**src/rtl/temp_code_sweeper.sv**
```systemverilog
// Sweeps an 8-bit switch code across [lo, hi], holding each code for HOLD_CYCLES
// cycles and sampling the window detector's LED response at the end of each hold.
//
// state   | meaning
// --------+-----------------------------------------------------------
// S_IDLE  | waiting for start; results from the previous sweep are held
// S_DRIVE | code_out valid; hold counter runs, led_in sampled at its end
// S_FIN   | one-cycle done pulse, then back to S_IDLE
module temp_code_sweeper #(
  parameter int unsigned HOLD_CYCLES = 4
) (
  input  logic       clk,
  input  logic       rst_n,
  input  logic       i_start,
  input  logic [7:0] i_code_lo,
  input  logic [7:0] i_code_hi,
  input  logic       i_led_in,
  output logic [7:0] o_code_out,
  output logic       o_code_valid,
  output logic       o_busy,
  output logic       o_done,
  output logic [8:0] o_hit_count,
  output logic [7:0] o_first_hit,
  output logic [7:0] o_last_hit,
  output logic       o_any_hit
);

  typedef enum logic [1:0] {
    S_IDLE  = 2'd0,
    S_DRIVE = 2'd1,
    S_FIN   = 2'd2
  } state_t;

  localparam logic [7:0] HOLD_LAST = 8'(HOLD_CYCLES - 1);

  state_t     r_state;
  logic [7:0] r_hold_cnt;
  logic [7:0] r_hi;
  logic [7:0] r_code;
  logic       r_valid;
  logic       r_busy;
  logic       r_done;
  logic [8:0] r_hit_count;
  logic [7:0] r_first_hit;
  logic [7:0] r_last_hit;
  logic       r_any_hit;

  logic w_sample;
  logic w_hit;
  logic w_last_code;

  assign w_sample    = (r_hold_cnt == HOLD_LAST);
  assign w_hit       = w_sample && i_led_in;
  // End-of-sweep test uses the current code before any increment, so hi=255 never wraps.
  assign w_last_code = (r_code == r_hi);

  always_ff @(posedge clk or negedge rst_n) begin
    if (!rst_n) begin
      r_state     <= S_IDLE;
      r_hold_cnt  <= 8'd0;
      r_hi        <= 8'd0;
      r_code      <= 8'd0;
      r_valid     <= 1'b0;
      r_busy      <= 1'b0;
      r_done      <= 1'b0;
      r_hit_count <= 9'd0;
      r_first_hit <= 8'd0;
      r_last_hit  <= 8'd0;
      r_any_hit   <= 1'b0;
    end else begin
      r_done <= 1'b0;
      case (r_state)
        S_IDLE: begin
          if (i_start) begin
            r_hi        <= i_code_hi;
            r_hold_cnt  <= 8'd0;
            r_hit_count <= 9'd0;
            r_first_hit <= 8'd0;
            r_last_hit  <= 8'd0;
            r_any_hit   <= 1'b0;
            if (i_code_lo <= i_code_hi) begin
              r_state <= S_DRIVE;
              r_code  <= i_code_lo;
              r_valid <= 1'b1;
              r_busy  <= 1'b1;
            end else begin
              r_state <= S_FIN;
              r_done  <= 1'b1;
            end
          end
        end

        S_DRIVE: begin
          if (w_sample) begin
            r_hold_cnt <= 8'd0;
            if (w_hit) begin
              r_hit_count <= r_hit_count + 9'd1;
              r_last_hit  <= r_code;
              if (!r_any_hit) begin
                r_first_hit <= r_code;
                r_any_hit   <= 1'b1;
              end
            end
            if (w_last_code) begin
              r_state <= S_FIN;
              r_valid <= 1'b0;
              r_busy  <= 1'b0;
              r_done  <= 1'b1;
            end else begin
              r_code <= r_code + 8'd1;
            end
          end else begin
            r_hold_cnt <= r_hold_cnt + 8'd1;
          end
        end

        S_FIN: begin
          r_state <= S_IDLE;
        end

        default: begin
          r_state <= S_IDLE;
          r_valid <= 1'b0;
          r_busy  <= 1'b0;
        end
      endcase
    end
  end

  assign o_code_out   = r_code;
  assign o_code_valid = r_valid;
  assign o_busy       = r_busy;
  assign o_done       = r_done;
  assign o_hit_count  = r_hit_count;
  assign o_first_hit  = r_first_hit;
  assign o_last_hit   = r_last_hit;
  assign o_any_hit    = r_any_hit;

endmodule

```
**config.mk**
```make
export PLATFORM = sky130hd
export DESIGN_NAME = temp_code_sweeper
export DESIGN_NICKNAME = d
export VERILOG_FILES = /design/src/rtl/temp_code_sweeper.sv
export SDC_FILE = /design/constraint.sdc
export NUM_CORES = 1
export LEC_CHECK = 0
export BUFFER_PORTS_ARGS = -buffer_cell sky130_fd_sc_hd__buf_2
export CAP_MARGIN = 20
export CORE_UTILIZATION = 50
export DETAILED_ROUTE_END_ITERATION = 12
export HOLD_SLACK_MARGIN = 0.12
export PLACE_DENSITY_LB_ADDON = 0.1
export SLEW_MARGIN = 5
export SYNTH_ARGS = -nofsm -noshare
export SYNTH_HDL_FRONTEND = slang
export SYNTH_SLANG_ARGS = --single-unit
export TNS_END_PERCENT = 1
```
**constraint.sdc**
```tcl
create_clock -name clk -period 1.85 [get_ports clk]
set_input_delay 0.2775 -clock clk [delete_from_list [all_inputs] [get_ports clk]]
set_output_delay 0.2775 -clock clk [all_outputs]
set_load 0.02 [all_outputs]
```
==> results.cfg, run 1 <==
[power_and_ir_drop]
ir_drop_mv = 0.837
power_leakage_nw = 1.83
cellPowerDensity_nw_per_um2 = 1510
finalPower_mw = 5.66

[critical_path]
reg2reg_depth = 6
endpoint_kind = flip-flop
path_class = flip-flop to flip-flop
slowest_delay_ps = 460
crit_cells = 6
path_cells = nor4_4 -> a41oi_2 -> nor2_4 -> nand2_1 -> mux2_4 -> o221a_4
cp_max_fo = 4
crit_arrival_ps = 2070
required_ps = 2060
cp_num_buf_inv = 0
cpLargestDelayFamily = simple AND/OR/NAND/NOR gates
cp-start-kind = flip-flop
worst_path_max_delay_cell = dfrtp_2

[synthesis]
synth_seq_area_share_pct = 46.7
netlist_instances = 304
syn-cell-area_um2 = 2900
async_flop_share_pct = 100
ys_warn_count = 0
synth_nets = 335
synth_cell_types = 47
synth_ff_type = dfrtp_1
yosys_register_bits = 54
synth_area_per_cell_um2 = 9.52
synth_edf_count = 0

[placed_design]
hpwl_um = 5310
placedCellCount = 459
place_congestion = 0.920
dpl_cell_area_um2 = 3550
io_buffers = 56

[layout]
diodes = 0
final_cells = 470
final_common_cell = buf_2
fin_area_um2 = 3750
fill_cells = 462
layout_common_cells = buf_2 (56), dfrtp_1 (53), buf_4 (37), nand2_1 (34), o21ai_0 (30)
synthToLayoutAreaGrowth_pct = 29.7
final_layout_size_suffix_gt1_share_pct = 34.7
fin_nets = 428

[clocking]
cts_buffer_depth = 2
clk_pin_slew_ps = 100
cts_buffers = 5
cts.root.buffer_cell = clkbuf_8
clk_latency_ps = 310
htree_levels = 2
clock-sinks = 54
cts_tree = built

[drt]
drtIter0Drc = 114
wl_um = 7090
dr.pass1.iters = 4
routedWlPerCell_um = 15.1
post_drt_via_cell_ratio = 5.55
drc_errors = 0
ant_nets = 0
vias = 2609

[floorplanning]
die_width_um = 78.1
initial_core_util_pct = 52.3
io_pins = 57
die_h_um = 78.1
die-area_um2 = 6100
coreArea_um2 = 5540
rows = 27

[global_route]
antenna_found_initial = 0
grt_overflow_total = 0
grt_max_degree = 55
grt_pass1_wl_um = 12000
grtUsageTotal_pct = 25.3
first_global_vias = 2496

[sta]
final.setup.worst_slack_ps = -8.77
clock_skew_ps = 3.41
period_minus_slack_ps = 1860
drv_slew = 0
post-route-period-util_pct = 100
relSlewSlack_pct = 72.6
hold_violations = 0
holdWs_ps = 203
fmaxAchievable_mhz = 538
worstMarginPinSlew_ps = 410
rsz0062_at_grt = true
finalSetupViolCount = 1

[run_status]
status = finished with violations
violations = negative setup slack

[job]
maxCapViolCount = 0

[min_path]
hold_path_class = primary input to flip-flop
min_delay_path_depth = 2
worst paths after layout:
kind,from,endpoint,slack (ps)
max,r_hold_cnt[6]$_DFFE_PN0P_,o_code_out[0]$_DFFE_PN0P_,-9
min,i_code_hi[6],r_hi[6]$_DFFE_PN0P_,200
max reg2reg,r_hold_cnt[6]$_DFFE_PN0P_,o_code_out[0]$_DFFE_PN0P_,-9
min reg2reg,o_last_hit[7]$_DFFE_PN0P_,o_last_hit[7]$_DFFE_PN0P_,490
max in group asynchronous,rst_n,r_hold_cnt[6]$_DFFE_PN0P_,1120
min in group asynchronous,rst_n,o_last_hit[2]$_DFFE_PN0P_,480
worst reg2reg max path, delay by kind of cell, from the launching register on:
| family | cells | cell delay, ps |
|---|---|---|
| AOI/OAI and AO/OA | 2 | 430 |
| DFF | 1 | 460 |
| and+or+nand+nor | 3 | 610 |
| muxes | 1 | 260 |
per-stage QoR:
stage	utilization [%]	worst slack, ps	TNS (ps)
global placement	64.0	-99.5	-223
global route	67.8	-81.2	-1100
finish	67.8	-8.77	-8.77
detailed placement	64.0	-79.5	-295
floorplan	-	-30.8	-30.8
CTS	66.3	12.2	0
report_power, final:
| group | switching (mW) | leakage, nW | internal [mW] |
|---|---|---|---|
| combinational | 1.70 | 1.10 | 1.36 |
| sequential | 0.321 | 0.679 | 1.61 |
| clock | 0.409 | 0.0441 | 0.267 |
flip-flops by register name, summed over array words and instances (netlist names), 2 cells and up:
| signal | count |
|---|---|
| o_code_out | 8 |
| o_first_hit | 8 |
| o_hit_count | 9 |
| o_last_hit | 8 |
| r_hi | 8 |
| r_hold_cnt | 8 |
| r_state | 2 |
routing by layer:
| layer | track usage (%) | share of wire [%] | wire [um] | vias to the layer above |
|---|---|---|---|---|
| met2 | 38.7 | 45 | 3190 | 88 |
| li1 | - | - | - | 1263 |
| met4 | 7.41 | 1.5 | 106 | 0 |
| met3 | 4.19 | 5.4 | 382 | 11 |
| met5 | 0 | 0 | 0 | - |
| met1 | 36.9 | 48 | 3420 | 1247 |
synthesized netlist by cell type, types with 2 or more instances:
master | number | share of area (%)
nor2_1 | 15 | 1.9
inv_1 | 20 | 2.6
clkbuf_1 | 6 | 0.78
nor2b_1 | 2 | 0.43
xor2_1 | 3 | 0.91
ha_1 | 11 | 4.8
nand3_1 | 10 | 1.7
a21oi_1 | 11 | 1.9
a311oi_1 | 2 | 0.61
nand2_1 | 36 | 4.7
and3_1 | 13 | 2.8
buf_2 | 3 | 0.52
dfrtp_1 | 54 | 47
mux2_2 | 10 | 3.9
a31oi_1 | 6 | 1.3
buf_6 | 3 | 1.2
xnor2_1 | 8 | 2.4
nand4_1 | 8 | 1.7
o22ai_1 | 2 | 0.43
o21ai_0 | 46 | 8.0
nor3_1 | 2 | 0.35
mux2i_1 | 8 | 2.8
kinds of logic after synthesis:
family	synth area share, %
AOI/OAI and AO/OA	15.9
xor gates and xnor gates	3.33
adders and majority gates	4.75
buffers and inverters	5.49
DFF	46.7
muxes	7.17
and+or+nand+nor	16.6
what timing repair did:
action / CTS / global route
endpoints found under the setup margin: 3 / 26
resized for setup: 4 / 32
hold endpoints to repair: 54 / 0
pin swaps: 0 / 6
hold buffers: 1 / 0
setup buffers: 0 / 2
area by class of cell:
type	count	area, um2	area share [%]
Tap cell	72	90.1	2.40
Clock buffer	5	68.8	1.83
Timing Repair Buffer	100	662	17.6
Multi-Input combinational cell	216	1490	39.6
Inverter	20	75.1	2.00
Clock inverter	3	21.3	0.566
Sequential cell	54	1350	36.0
Note: power is estimated with default switching activity, not from simulation.
==> run 2, diff against run 1 <==
- PLACE_DENSITY: unset -> 0.77
- PLACE_DENSITY_LB_ADDON: 0.1 -> unset
==> run 2 against run 1 <==
Compared with the run above:
- the run now ends clean
- die area is the same
- non-clock buffer count shrank 6
- clock skew grew 3.7 ps
- critical path type unchanged
==> results.cfg, run 2 (synthesized netlist as in run 1, its figures left out) <==
[critical_path]
cpLargestDelayFamily = simple AND/OR/NAND/NOR gates
required_ps = 2080
crit_arrival_ps = 2010
rr_endpoint = o_first_hit[3]$_DFFE_PN0P_
r2r_start = r_hold_cnt[6]$_DFFE_PN0P_
cp_max_fo = 8
worst_path_max_delay_cell = dfrtp_2
endpoint_kind = flip-flop
r2r_slack_ps = 70
path_class = flip-flop to flip-flop
critPathMostFrequentCell = and3_4
path_cells = nor4_4 -> and3_4 -> and3_4 -> o21ai_4 -> a21oi_4 -> buf_12 -> mux2i_1
reg2reg_depth = 7
cp_num_buf_inv = 1
cp-start-kind = flip-flop
slowest_delay_ps = 430

[placed_design]
place_congestion = 0.910
dpl_cell_area_um2 = 3500
post-place-ws_ps = -76.0
placedCellCount = 454
hpwl_um = 5200
io_buffers = 56

[sta]
clock_skew_ps = 7.09
finalSetupViolCount = 0
final.setup.worst_slack_ps = 71.0
post-route-period-util_pct = 96.2
rsz0062_at_grt = true
fmaxAchievable_mhz = 562
relSlewSlack_pct = 67.6
holdWs_ps = 217
finalSetupTns_ps = 0
period_minus_slack_ps = 1780
drv_slew = 0
worstMarginPinSlew_ps = 486
hold_violations = 0

[drt]
wl_um = 6860
post_drt_via_cell_ratio = 5.63
ant_nets = 0
routedWlPerCell_um = 14.8
vias = 2614
drc_errors = 0
drtIter0Drc = 162
dr.pass1.iters = 5

[global_route]
antenna_found_initial = 0
grt_max_degree = 23
grt_overflow_total = 0
grt_pass1_wl_um = 11500
grtUsageTotal_pct = 24.0
first_global_vias = 2511

[power_and_ir_drop]
ir_drop_mv = 1.08
finalPower_mw = 5.58
cellPowerDensity_nw_per_um2 = 1520
power_leakage_nw = 1.80

[layout]
diodes = 0
fill_cells = 468
layout_common_cells = buf_2 (56), dfrtp_1 (53), o21ai_0 (40), nand2_1 (36), buf_4 (35)
largest_reg_flops = 9
fin_util_pct = 66.5
final_layout_size_suffix_gt1_share_pct = 33.2
multi_input_area_um2 = 1470
final_common_cell = buf_2
final_cells = 464
fin_nets = 422
ff_latch_area_um2 = 1350
fin_area_um2 = 3690
synthToLayoutAreaGrowth_pct = 27.3

[clocking]
clk_latency_ps = 310
cts_buffer_depth = 2
htree_levels = 2
cts_tree = built
cts.root.buffer_cell = clkbuf_8
clock-sinks = 54
clk_pin_slew_ps = 90
cts_buffers = 5

[floorplanning]
io_pins = 57
die-area_um2 = 6100
initial_core_util_pct = 52.3
die_h_um = 78.1
rows = 27
die_width_um = 78.1
coreArea_um2 = 5540

[min_path]
hold_start = i_code_hi[4]
holdPathEnd = r_hi[4]$_DFFE_PN0P_
min_delay_path_depth = 2
hold_path_class = primary input to flip-flop

[run_status]
status = finished, final reports clean

[job]
maxCapViolCount = 0
-- run 2: cell types whose count changed in the layout (fill, tap and decap cells not counted), moves of 2 or more --
cell	before	now
nand2_2	2	0
buf_6	3	0
o21ai_1	16	5
buf_4	37	35
o21ai_0	30	40
nand2_1	34	36
-- run 2: worst max-delay path by stage --
stage	from	endpoint	slack [ps]	cells past startpoint
floorplan	o_code_out[2]$_DFFE_PN0P_	o_code_out[1]$_DFFE_PN0P_	-30	8
global placement	i_code_hi[1]	o_code_out[0]$_DFFE_PN0P_	-30	9
detailed placement	i_code_hi[1]	o_code_out[1]$_DFFE_PN0P_	-80	9
CTS	r_hold_cnt[5]$_DFFE_PN0P_	o_code_out[1]$_DFFE_PN0P_	0.4	5
global route	r_hold_cnt[6]$_DFFE_PN0P_	o_first_hit[3]$_DFFE_PN0P_	-40	7
finish	r_hold_cnt[6]$_DFFE_PN0P_	o_first_hit[3]$_DFFE_PN0P_	70	7
-- run 2: repair_timing --
item | 4_1_cts | 5_1_grt
gates cloned | 0 | 0
endpoints found under the setup margin | 1 | 25
pin swaps | 0 | 2
buffers inserted | 0 | 1
hold endpoints to repair | 20 | 0
hold buffers | 1 | 0
gates resized for setup | 1 | 16
-- run 2: worst register-to-register path, delay by kind of cell (launching register included) --
kind	cells	cell delay [ps]
muxes	1	190
buffers and inverters	1	150
AOI/OAI and AO/OA	2	200
and+or+nand+nor	3	730
DFF	1	430
-- run 2: routing by layer --
metal  GRT usage (%)  up-vias  wire (um)
li1                -     1249          -
met1            32.2     1253       3080
met2            38.9      106       3230
met3            4.53        6        483
met4            8.89        0         63
met5               0        -          0
-- run 2: where the power goes --
part / internal [mW] / leakage [nW] / switching (mW)
logic: 1.25 / 1.07 / 1.62
registers: 1.61 / 0.679 / 0.324
clock network: 0.404 / 0.0514 / 0.382
-- run 2: area by class of cell --
class | count | share of cell area (%)
Clock buffer | 6 | 1.97
Clock inverter | 2 | 1.02
Inverter | 20 | 2.04
Multi-Input combinational cell | 216 | 39.7
Sequential cell | 54 | 36.7
Tap cell | 72 | 2.44
Timing Repair Buffer | 94 | 16.1
==> run 3, diff against run 2 <==
==> constraint.sdc (replaced) <==
create_clock -name clk -period 1.85 [get_ports clk]
set_input_delay 0.4625 -clock clk [delete_from_list [all_inputs] [get_ports clk]]
set_output_delay 0.4625 -clock clk [all_outputs]
set_load 0.02 [all_outputs]
==> run 3 against run 2 <==
Compared with the run above:
- non-clock buffer count up 5
- via count is 2.2% higher
- final cell count increased by 1.1%
- hold slack got worse by 78 ps
- global-route usage rose by 0.46 points
- worst setup slack worse by 60 ps
- cell area up 2.3%
- clock skew rose by 2.6 ps
- register-to-register slack got worse by 60 ps
- clock power rose by 2%
- critical path type unchanged
- critical endpoint is now o_code_out[0]$_DFFE_PN0P_
- largest cell class unchanged
- highest routed layer unchanged
==> results.cfg, run 3 (synthesized netlist as in run 1, its figures left out) <==
[placed_design]
place_congestion = 0.875
hpwl_um = 5200
placedCellCount = 458
io_buffers = 56

[clocking]
cts.root.buffer_cell = clkbuf_8
clk_latency_ps = 310
cts_tree = built
cts_buffer_depth = 2
clock-sinks = 54
cts_buffers = 5
holdBufCountCts = 0
clk_pin_slew_ps = 100
htree_levels = 2

[drt]
post_drt_via_cell_ratio = 5.70
routedLengthMet1_um = 3260
met2_length_um = 3280
dr.pass1.iters = 5
routedWlPerCell_um = 15.2
ant_nets = 0
drtIter0Drc = 166
drc_errors = 0
wl_met3_um = 479
vias = 2672
dr.max_layer_used = met4
wl_um = 7120

[run_status]
status = finished, final reports clean

[power_and_ir_drop]
p_int_mw = 3.29
p_seq_share_pct = 34.2
power_frac_clock_pct = 14.1
ir_drop_mv = 0.858
switching_share_pct = 41.8
power.switching_mw = 2.37
p_comb_share_pct = 51.7
power_leakage_nw = 1.85
cellPowerDensity_nw_per_um2 = 1500

[global_route]
grtUsageTotal_pct = 24.5
antenna_found_initial = 0
grt_pass1_wl_um = 11600
grt_max_degree = 55
grt_overflow_total = 0
first_global_vias = 2444

[floorplanning]
die_width_um = 78.1
io_pins = 57
rows = 27
coreArea_um2 = 5540
die_h_um = 78.1
initial_core_util_pct = 52.3
die-area_um2 = 6100

[layout]
fin_nets = 427
largest_reg_flops = 9
final_common_cell = buf_2
fin_util_pct = 68.1
diodes = 0
synthToLayoutAreaGrowth_pct = 30.3
final_cells = 469
layout_common_cells = buf_2 (55), dfrtp_1 (54), o21ai_0 (43), buf_4 (39), nand2_1 (36)
final_layout_size_suffix_gt1_share_pct = 34.3

[critical_path]
slowest_delay_ps = 430
path_cells = nor4_4 -> a41oi_2 -> nor2_2 -> nand2_1 -> mux2_4 -> o221a_4
cp_max_fo = 4
path_class = flip-flop to flip-flop
worst_path_max_delay_cell = dfrtp_1
endpoint_kind = flip-flop
cp-start-kind = flip-flop
required_ps = 2050
crit_arrival_ps = 2040
reg2reg_depth = 6

[sta]
hold_violations = 0
drv_slew = 0
period_minus_slack_ps = 1840
post-route-period-util_pct = 99.4
rsz0062_at_grt = true
finalSetupViolCount = 0
relSlewSlack_pct = 71.2
holdWs_ps = 140
clock_skew_ps = 9.73
fmaxAchievable_mhz = 544
worstMarginPinSlew_ps = 431

[job]
maxCapViolCount = 0

[min_path]
hold_path_class = primary input to async pin
[run 3: cell types whose count changed in the layout (fill, tap and decap cells not counted), moves of 2 or more]
cell,before,now
o21ai_0,40,43
and3_1,11,13
and3_4,2,0
buf_4,35,39
a21oi_2,0,2
o21ai_1,5,2
a21oi_1,11,9
buf_12,2,4
[run 3: what timing repair did]
action | 4_1_cts | 5_1_grt
buffers inserted | 0 | 3
setup endpoints to repair | 6 | 13
gates resized for setup | 4 | 12
pin swaps | 0 | 5
[run 3: through the flow]
step | worst slack, ps | TNS, ps | instance area (um2) | power [mW]
detailed placement | -326 | -2770 | 3560 | 4.72
finish | 10.8 | 0 | 3770 | 5.66
CTS | 5.48 | 0 | 3690 | 5.54
global placement | -282 | -2090 | 3560 | 4.62
floorplan | -166 | -311 | 2930 | 3.70
global route | -42.6 | -255 | 3770 | 6.05
[run 3: worst paths after layout]
path,slack (ps),endpoint,startpoint
min in group clk,400,r_hi[3]$_DFFE_PN0P_,i_code_hi[3]
worst min-delay path,140,o_first_hit[2]$_DFFE_PN0P_,rst_n
worst max-delay path,10,o_code_out[0]$_DFFE_PN0P_,r_hold_cnt[5]$_DFFE_PN0P_
worst min register to register,480,o_last_hit[7]$_DFFE_PN0P_,o_last_hit[7]$_DFFE_PN0P_
worst max register to register,10,o_code_out[0]$_DFFE_PN0P_,r_hold_cnt[5]$_DFFE_PN0P_
max in group asynchronous,1460,o_hit_count[2]$_DFFE_PN0P_,rst_n
[run 3: per-layer routing]
metal / up-vias / global-route usage [%]
li1: 1261 / -
met1: 1290 / 34.0
met2: 112 / 38.7
met3: 9 / 5.35
met4: 0 / 6.85
met5: - / 0
[run 3: final cells by class]
type                    instances  area, um2
clock inverters                 2       37.5
repair buffers                 99        656
inverters                      20       87.6
clock buffers                   6       72.6
multi-input cells             216       1480
well taps                      72       90.1
flip-flops and latches         54       1350
fillers                       436       1770
[run 3: power by group through the flow]
stage	Combinational, mW	Clock (mW)	Sequential (mW)
after floorplan	1.43	0	2.27
after global placement	2.70	0	1.92
after detailed placement	2.78	0	1.95
after CTS	2.81	0.807	1.92
after global routing	3.19	0.863	2.00
final	2.93	0.798	1.94
[run 3: worst max-delay path, delay by kind of cell (launching register included)]
family / cells / cell delay [ps]
multiplexers: 1 / 260
flip-flops: 1 / 430
AND/OR/NAND/NOR: 3 / 650
AO/OA/AOI/OAI: 2 / 400
